===== src/rtl/sr_ff_monitor.sv =====
// Monitor for an external SR flip-flop: tracks the expected state from S/R,
// flags output mismatches and illegal S=R=1 samples, and keeps saturating event counters.
module sr_ff_monitor #(
  parameter int unsigned CNT_W = 8
) (
  input  logic             clk,
  input  logic             rst,
  input  logic             clr,
  input  logic             S,
  input  logic             R,
  input  logic             Q,
  input  logic             Qbar,
  output logic             exp_q,
  output logic             exp_valid,
  output logic             mismatch,
  output logic             invalid,
  output logic             err_sticky,
  output logic [CNT_W-1:0] set_cnt,
  output logic [CNT_W-1:0] rst_cnt,
  output logic [CNT_W-1:0] inv_cnt,
  output logic [CNT_W-1:0] err_cnt
);

  typedef enum logic [1:0] {
    ST_UNKNOWN = 2'd0,
    ST_KNOWN0  = 2'd1,
    ST_KNOWN1  = 2'd2
  } state_t;

  state_t           r_state;
  logic             r_exp_q;
  logic             r_exp_valid;
  logic             r_mismatch;
  logic             r_invalid;
  logic             r_err_sticky;
  logic [CNT_W-1:0] r_set_cnt;
  logic [CNT_W-1:0] r_rst_cnt;
  logic [CNT_W-1:0] r_inv_cnt;
  logic [CNT_W-1:0] r_err_cnt;

  logic w_set;
  logic w_rst;
  logic w_inv;
  logic w_mis;
  logic w_err;

  function automatic logic [CNT_W-1:0] sat_inc(input logic [CNT_W-1:0] v);
    return (v == '1) ? v : v + CNT_W'(1);
  endfunction

  // The check uses the state held before this edge; the update below replaces it.
  always_comb begin
    w_set = S & ~R;
    w_rst = R & ~S;
    w_inv = S & R;
    w_mis = 1'b0;
    if (r_state != ST_UNKNOWN) begin
      w_mis = (Q != r_exp_q) || (Qbar != ~r_exp_q);
    end
    w_err = w_mis | w_inv;
  end

  always_ff @(posedge clk or posedge rst) begin
    if (rst) begin
      r_state      <= ST_UNKNOWN;
      r_exp_q      <= 1'b0;
      r_exp_valid  <= 1'b0;
      r_mismatch   <= 1'b0;
      r_invalid    <= 1'b0;
      r_err_sticky <= 1'b0;
      r_set_cnt    <= '0;
      r_rst_cnt    <= '0;
      r_inv_cnt    <= '0;
      r_err_cnt    <= '0;
    end else begin
      r_mismatch <= w_mis;
      r_invalid  <= w_inv;

      if (w_set) begin
        r_state     <= ST_KNOWN1;
        r_exp_q     <= 1'b1;
        r_exp_valid <= 1'b1;
      end else if (w_rst) begin
        r_state     <= ST_KNOWN0;
        r_exp_q     <= 1'b0;
        r_exp_valid <= 1'b1;
      end else if (w_inv) begin
        r_state     <= ST_UNKNOWN;
        r_exp_q     <= 1'b0;
        r_exp_valid <= 1'b0;
      end

      // Clear wins over any event sampled in the same cycle; pulses are unaffected.
      if (clr) begin
        r_err_sticky <= 1'b0;
        r_set_cnt    <= '0;
        r_rst_cnt    <= '0;
        r_inv_cnt    <= '0;
        r_err_cnt    <= '0;
      end else begin
        if (w_err) begin
          r_err_sticky <= 1'b1;
          r_err_cnt    <= sat_inc(r_err_cnt);
        end
        if (w_set) r_set_cnt <= sat_inc(r_set_cnt);
        if (w_rst) r_rst_cnt <= sat_inc(r_rst_cnt);
        if (w_inv) r_inv_cnt <= sat_inc(r_inv_cnt);
      end
    end
  end

  assign exp_q      = r_exp_q;
  assign exp_valid  = r_exp_valid;
  assign mismatch   = r_mismatch;
  assign invalid    = r_invalid;
  assign err_sticky = r_err_sticky;
  assign set_cnt    = r_set_cnt;
  assign rst_cnt    = r_rst_cnt;
  assign inv_cnt    = r_inv_cnt;
  assign err_cnt    = r_err_cnt;

endmodule


===== config.mk =====
export PLATFORM = sky130hd
export DESIGN_NAME = sr_ff_monitor
export DESIGN_NICKNAME = d
export VERILOG_FILES = /design/src/rtl/sr_ff_monitor.sv
export SDC_FILE = /design/constraint.sdc
export NUM_CORES = 1
export LEC_CHECK = 0
export BUFFER_PORTS_ARGS = -buffer_cell sky130_fd_sc_hd__buf_2
export CORE_ASPECT_RATIO = 1.5
export CORE_MARGIN = 2
export CORE_UTILIZATION = 50
export CTS_BUF_LIST = sky130_fd_sc_hd__clkbuf_4
export DETAILED_ROUTE_END_ITERATION = 7
export PLACE_DENSITY_LB_ADDON = 0.05
export SYNTH_ARGS = -nofsm -noshare
export SYNTH_HDL_FRONTEND = slang
export SYNTH_SLANG_ARGS = --single-unit

===== constraint.sdc =====
create_clock -name clk -period 1.7 [get_ports clk]
set_input_delay 0 -clock clk [delete_from_list [all_inputs] [get_ports clk]]
set_output_delay 0 -clock clk [all_outputs]
set_load 0.02 [all_outputs]

==> results.sh, run 1 <==
export IMPL_outcome="finished clean"
export IMPL_async_set_reset_flop_share_out_of_synthesis_pct=100
export IMPL_groute_usage_overall_pct=20.0
export IMPL_area_growth_pct=19.3
export IMPL_route_detailed_drc=0
export IMPL_report_final_slew_viol_count=0
export IMPL_postSynthNetCount=214
export IMPL_n_fill_cell=347
export IMPL_grt_setup_unrepaired="true"
export IMPL_post_synthesis_area_per_instance_sq_um=10.1
export IMPL_dieArea_sq_mm=0.00454
export IMPL_maxCapViolations=0
export IMPL_die_height_microns=81.5
export IMPL_row_count=28
export IMPL_worst_setup_hold_path_clk_slew_ns=0.12
export IMPL_wl_microns=4370
export IMPL_portion_of_the_post_synthesis_area_used_by_sequential_elements_pct=47.5
export IMPL_layout_core_utilization_pct=61.4
export IMPL_num_antenna_cells=0
export IMPL_netlist_cell_type_count=39
export IMPL_cts_made_buffers=5
export IMPL_worst_hold_path_num_cells=2
export IMPL_clk_latency_ns=0.35
export IMPL_final_critical_path_setup_slack_ns=0.0704
export IMPL_total_power_w=0.00167
export IMPL_route_detailed_wl_per_inst_microns=14.8
export IMPL_final_area_sq_mm=0.00239
export IMPL_timing_critical_path_arrival_ns=1.87
export IMPL_cts_htree_levels=2
export IMPL_hold_class="primary input to flip-flop"
export IMPL_setup_tns_ns=0
export IMPL_number_of_instances_in_the_synthesized_netlist=199
export IMPL_timing_hold_violations_final=0
export IMPL_first_pass_grt_wire_length_microns=7110
export IMPL_worst_path_fanout_max=9
export IMPL_place_port_buffers=43
export IMPL_drt_pass1_iterations=4
export IMPL_coreArea_sq_mm=0.00389
export IMPL_net_count_reported_at_finish=265
export IMPL_setup_violators_final=0
export IMPL_synthesis_yosys_warnings=0
export IMPL_timing_final_crit_share_pct=95.9
export IMPL_drt_first_iter_violations=58
export IMPL_grt_start_max_net_pins=39
export IMPL_place_gp_congestion=0.798
export IMPL_layout_area_seq_sq_um=951
export IMPL_holdPathEnd="rst_cnt[7]"
export IMPL_timing_critical_path_required_ns=1.94
export IMPL_fraction_of_final_layout_cells_with_drive_strength_greater_than_1_pct=25.9
export IMPL_detailedPlace_worstSlack_ns=0.0575
export IMPL_initial_core_util_pct=51.5
export IMPL_power_density_mw_per_mm2=700
export IMPL_dpl_instance_area_sq_mm=0.00230
export IMPL_power_ir_vdd_worst_mv=0.526
export IMPL_antenna_violating_nets_post_route=0
export IMPL_crit_end_element="flip-flop"
export IMPL_relSlewSlack_pct=67.8
export IMPL_cts_root_to_sink_buffers=2
export IMPL_reg2reg_to="err_cnt[5]"
export IMPL_die_width_microns=55.7
export IMPL_fmax_mhz=614
export IMPL_ff2ff_setup_slack_ns=0.07
export IMPL_postCtsSetupBuffers=0
export IMPL_timing_rr_start="r_state[0]"
export IMPL_detailroute_via_count=1721
export IMPL_ys_dominant_reg_cell="dfrtp_1"
export IMPL_grt_overflow_total=0
export IMPL_cts_sinks=38
export IMPL_worst_hold_startpoint="clr"
export IMPL_number_of_synthesized_register_bits=38
export IMPL_area_of_the_multi_input_gates_sq_mm=0.00103
export IMPL_critPathKind="flip-flop to flip-flop"
export IMPL_vias_per_cell=5.81
export IMPL_clockRootBuffer="clkbuf_4"
export IMPL_r2r_cells=4
export IMPL_synth_enable_flop_cells=0
export IMPL_synth_area_sq_mm=0.00200
export IMPL_antenna_found_initial=0
export IMPL_finalClockSkew_ns=0.00927
export IMPL_io_pins=44
export IMPL_worst_setup_path_start_kind="flip-flop"
export IMPL_max_slew_worst_pin_slew_ns=0.483
export IMPL_power_static_leakage_nw=1.20
export IMPL_detailedPlacementHpwl_microns=3080
export IMPL_grt_pass1_vias=1621
export IMPL_tritoncts="yes"
export IMPL_final_min_clock_period_ns=1.63
## where the power goes
part	internal, W	leakage [nW]	switching [W]
combinational	0.0000844	0.646	0.000138
clock	0.000172	0.0331	0.000320
sequential	0.000932	0.519	0.0000255
## placed cells by master, fill, tap and decap left out, types with 2 or more instances in the layout
cell	synthesis	final
a21oi_1	12	12
a311oi_1	6	6
a31oi_1	3	2
a31oi_2	1	2
a41oi_1	3	3
and3_1	10	10
and4_1	3	3
buf_2	0	43
buf_4	0	6
clkbuf_4	0	6
dfrtp_1	38	38
ha_1	8	8
inv_1	6	6
mux2_1	3	3
mux2_2	2	2
mux2i_1	5	5
nand2_1	15	15
nand2b_1	4	4
nand3_1	4	4
nand4_1	3	3
nor2_1	22	22
nor2b_1	4	4
nor3_1	10	9
nor4_1	3	2
o211ai_1	2	2
o21ai_0	3	3
o31ai_1	2	2
or4_1	2	2
xnor2_1	4	4
xor2_1	5	5
## cells in the mapped netlist (2+ instances only)
cell type | count | area (sq um)
o21ai_0 | 3 | 15.0
nor3_1 | 10 | 50.1
nor2b_1 | 4 | 25.0
and4_1 | 3 | 26.3
nand3_1 | 4 | 20.0
xnor2_1 | 4 | 35.0
ha_1 | 8 | 100
a31oi_1 | 3 | 18.8
nand2b_1 | 4 | 25.0
o31ai_1 | 2 | 15.0
and3_1 | 10 | 62.6
a311oi_1 | 6 | 52.6
nand4_1 | 3 | 18.8
dfrtp_1 | 38 | 951
o211ai_1 | 2 | 15.0
xor2_1 | 5 | 43.8
clkbuf_1 | 5 | 18.8
a21oi_1 | 12 | 60.1
inv_1 | 6 | 22.5
mux2_2 | 2 | 22.5
nand2_1 | 15 | 56.3
mux2i_1 | 5 | 50.1
or4_1 | 2 | 15.0
nor2_1 | 22 | 82.6
a41oi_1 | 3 | 26.3
mux2_1 | 3 | 33.8
nor4_1 | 3 | 18.8
## worst max path at each step
stage	endpoint	from	slack [ns]
floorplan	err_cnt[5]	err_cnt[0]	0.03
global placement	rst_cnt[1]	rst_cnt[0]	0.12
detailed placement	rst_cnt[1]	rst_cnt[0]	0.06
CTS	rst_cnt[1]	rst_cnt[0]	0.04
global route	err_cnt[5]	r_state[0]	-0.02
finish	err_cnt[5]	r_state[0]	0.07
## worst max-delay path, stage by stage (launching register included)
cell      delay (ns)
dfrtp_1         0.40
nor2b_2         0.18
a221oi_4        0.49
nor4_1          0.12
mux2_1          0.33
## cell type report
| class | count | area share [%] |
|---|---|---|
| clock buffer | 6 | 1.89 |
| timing repair buffer | 50 | 11.3 |
| sequential | 38 | 39.8 |
| clock inverter | 2 | 0.367 |
| multi-input combinational | 149 | 43.3 |
| inverter | 6 | 0.943 |
| tap | 45 | 2.36 |
## flip-flops by register name (all words and copies together) (netlist names)
signal	flops
err_sticky	1
mismatch	1
invalid	1
inv_cnt	8
r_state	2
err_cnt	8
rst_cnt	8
exp_valid	1
set_cnt	8
## what timing repair did
| action | 4_1_cts | 5_1_grt |
|---|---|---|
| hold buffers | 1 | 0 |
| setup endpoints to repair | 0 | 7 |
| endpoints found under the hold margin | 38 | 0 |
| resized for setup | 0 | 4 |
## through the flow
step	cells	hold WS, ns
floorplan	199	0.169
global placement	287	0.133
detailed placement	287	0.145
CTS	296	0.0600
global route	296	0.0899
finish	296	0.0572
## metal layers
layer,up-vias,GRT usage [%],share of wire (%)
met4,0,11.2,1.9
met5,-,0,0
met2,34,35.5,51
li1,837,-,-
met3,8,3.31,3.1
met1,842,23.1,43
## cells by family (layout without fill, tap and decap cells)
logic type,count (synthesis),in the layout,share of synthesized area [%]
AO/OA/AOI/OAI,38,38,14.4
XOR/XNOR,9,9,3.94
adder cells (fa/ha/maj),8,8,5.00
buffers and inverters,12,64,2.25
flip-flops,38,38,47.5
multiplexers,10,10,5.31
AND/OR/NAND/NOR,84,84,21.6
Note: power is estimated with default switching activity, not from simulation.
==> run 2, diff against run 1 <==
- REMOVE_ABC_BUFFERS: unset -> 1
- clock period: 1.7 -> 1.45 ns (I/O delays scaled with it)
==> results.sh, run 2 (synthesized netlist as in run 1, its figures left out) <==
export IMPL_layout_core_utilization_pct=72.2
export IMPL_timing_final_crit_share_pct=105
export IMPL_timing_critical_path_depth=4
export IMPL_power_static_leakage_nw=1.40
export IMPL_dieArea_sq_mm=0.00454
export IMPL_dpl_instance_area_sq_mm=0.00250
export IMPL_relSlewSlack_pct=67.6
export IMPL_outcome="finished with violations"
export IMPL_leading_cell_type_in_the_layout_fill_and_taps_excluded="buf_2"
export IMPL_route_detailed_drc=0
export IMPL_setup_violators_final=7
export IMPL_crit_end_element="flip-flop"
export IMPL_detailroute_via_count=1916
export IMPL_worst_setup_path_start_kind="flip-flop"
export IMPL_groute_usage_overall_pct=23.3
export IMPL_place_gp_congestion=0.845
export IMPL_hold_class="primary input to flip-flop"
export IMPL_antenna_found_initial=0
export IMPL_drt_pass1_iterations=4
export IMPL_initial_core_util_pct=51.5
export IMPL_area_of_the_multi_input_gates_sq_mm=0.00118
export IMPL_antenna_violating_nets_post_route=0
export IMPL_violations_in_the_final_reports="setup timing"
export IMPL_finalClockSkew_ns=0.00756
export IMPL_clk_latency_ns=0.35
export IMPL_first_pass_grt_wire_length_microns=8380
export IMPL_power_density_mw_per_mm2=725
export IMPL_detailedPlacementHpwl_microns=3350
export IMPL_startpoint="r_state[0]"
export IMPL_grt_overflow_total=0
export IMPL_timing_hold_violations_final=0
export IMPL_coreArea_sq_mm=0.00389
export IMPL_cts_made_buffers=5
export IMPL_reg2reg_to="err_cnt[5]"
export IMPL_grt_setup_unrepaired="true"
export IMPL_io_pins=44
export IMPL_crit_chain="nor2b_4 > a221oi_4 > nor4_2 > mux2_1"
export IMPL_timing_critical_path_required_ns=1.69
export IMPL_grt_pass1_vias=1953
export IMPL_row_count=28
export IMPL_num_antenna_cells=0
export IMPL_vias_per_cell=5.75
export IMPL_route_detailed_wl_per_inst_microns=15.3
export IMPL_r2r_cells=4
export IMPL_critPathKind="flip-flop to flip-flop"
export IMPL_n_fill_cell=288
export IMPL_timing_critical_path_arrival_ns=1.76
export IMPL_crit_path_slowest_cell="a221oi_4"
export IMPL_drt_first_iter_violations=48
export IMPL_timing_rr_start="r_state[0]"
export IMPL_max_slew_worst_pin_slew_ns=0.487
export IMPL_final_min_clock_period_ns=1.53
export IMPL_fmax_mhz=656
export IMPL_worst_hold_path_num_cells=2
export IMPL_cts_root_to_sink_buffers=2
export IMPL_worst_path_fanout_max=5
export IMPL_tritoncts="yes"
export IMPL_place_port_buffers=43
export IMPL_power_ir_vdd_worst_mv=0.553
export IMPL_area_growth_pct=40.3
export IMPL_family_with_the_most_delay_on_the_worst_path="compound AO/OA/AOI/OAI gates"
export IMPL_wl_microns=5090
export IMPL_die_width_microns=55.7
export IMPL_grt_start_max_net_pins=39
export IMPL_final_area_sq_mm=0.00281
export IMPL_report_final_slew_viol_count=0
export IMPL_die_height_microns=81.5
export IMPL_final_critical_path_setup_slack_ns=-0.0752
export IMPL_maxCapViolations=0
export IMPL_net_count_reported_at_finish=302
export IMPL_clockRootBuffer="clkbuf_4"
export IMPL_fraction_of_final_layout_cells_with_drive_strength_greater_than_1_pct=43.1
export IMPL_worst_setup_hold_path_clk_slew_ns=0.12
export IMPL_cts_sinks=38
export IMPL_ff2ff_setup_slack_ns=-0.08
export IMPL_cpPeakStageDelay_ns=0.45
export IMPL_layout_area_seq_sq_um=951
export IMPL_worst_path_buf_inv=0
export IMPL_leading_cell_types_in_the_layout_fill_and_taps_excluded="buf_2, buf_4, dfrtp_1, nor2_1, nand2_1"
export IMPL_cts_htree_levels=2
export IMPL_cp_endpoint="err_cnt[5]"
## run 2: cell count changes in the layout (fill, tap and decap cells not counted), moves of 2 or more
| cell | delta |
|---|---|
| a21oi_1 | -2 |
| a21oi_2 | +2 |
| a311oi_1 | -2 |
| a311oi_2 | +2 |
| and3_1 | -5 |
| and3_4 | +4 |
| buf_4 | +34 |
| buf_6 | +2 |
| ha_1 | -4 |
| ha_2 | +3 |
| mux2_1 | -2 |
| mux2_4 | +2 |
## run 2: through the flow
stage | hold WS, ns | TNS (ns) | power, W | cells | setup slack [ns]
after floorplan | 0.0631 | -1.74 | 0.00130 | 193 | -0.222
after global placement | 0.135 | -0.223 | 0.00143 | 314 | -0.0736
after detailed placement | 0.140 | -0.515 | 0.00145 | 314 | -0.106
after CTS | 0.0211 | -0.279 | 0.00205 | 331 | -0.0785
after global routing | 0.0491 | -0.987 | 0.00214 | 333 | -0.123
final | 0.0437 | -0.260 | 0.00204 | 333 | -0.0752
## run 2: worst min path at each step
stage                     start    endpoint  slack (ns)
after detailed placement    rst  err_cnt[1]        0.14
after global placement      rst  err_cnt[1]        0.13
after floorplan             clr  err_cnt[3]        0.06
after global routing        clr  rst_cnt[0]        0.05
after CTS                   clr  rst_cnt[1]        0.02
final                       clr  rst_cnt[1]        0.04
## run 2: where the power goes
part           switching, W  leakage [nW]  total (W)  internal (W)
Sequential        0.0000237         0.519    0.00112       0.00109
Clock              0.000353        0.0331   0.000555      0.000201
Combinational      0.000200         0.844   0.000366      0.000166
Total              0.000578          1.40    0.00204       0.00146
## run 2: final cells by class
class / count / share of cell area [%]
clock buffer: 6 / 1.60
clock inverter: 2 / 0.312
inverter: 6 / 0.802
multi-input combinational: 150 / 41.9
sequential: 38 / 33.9
tap: 45 / 2.00
timing repair buffer: 86 / 19.5
## run 2: routing by layer
layer / up-vias / share of wire, % / track usage [%]
met5: - / 0 / 0
met4: 0 / 2.0 / 12.2
met3: 12 / 5.7 / 5.20
met2: 62 / 54 / 43.2
met1: 934 / 38 / 24.5
li1: 908 / - / -
## run 2: what timing repair did
item / CTS / global route
setup endpoints to repair: 15 / 25
gates resized for setup: 21 / 13
pin swaps: 6 / 9
hold buffers: 1 / 0
hold endpoints to repair: 38 / 0
setup buffers: 7 / 2
cloned: 1 / 0
## run 2: worst register-to-register path: stages (launching register included)
cell and delay (ns):
dfrtp_1 0.39, nor2b_4 0.15, a221oi_4 0.45, nor4_2 0.10
mux2_1 0.33
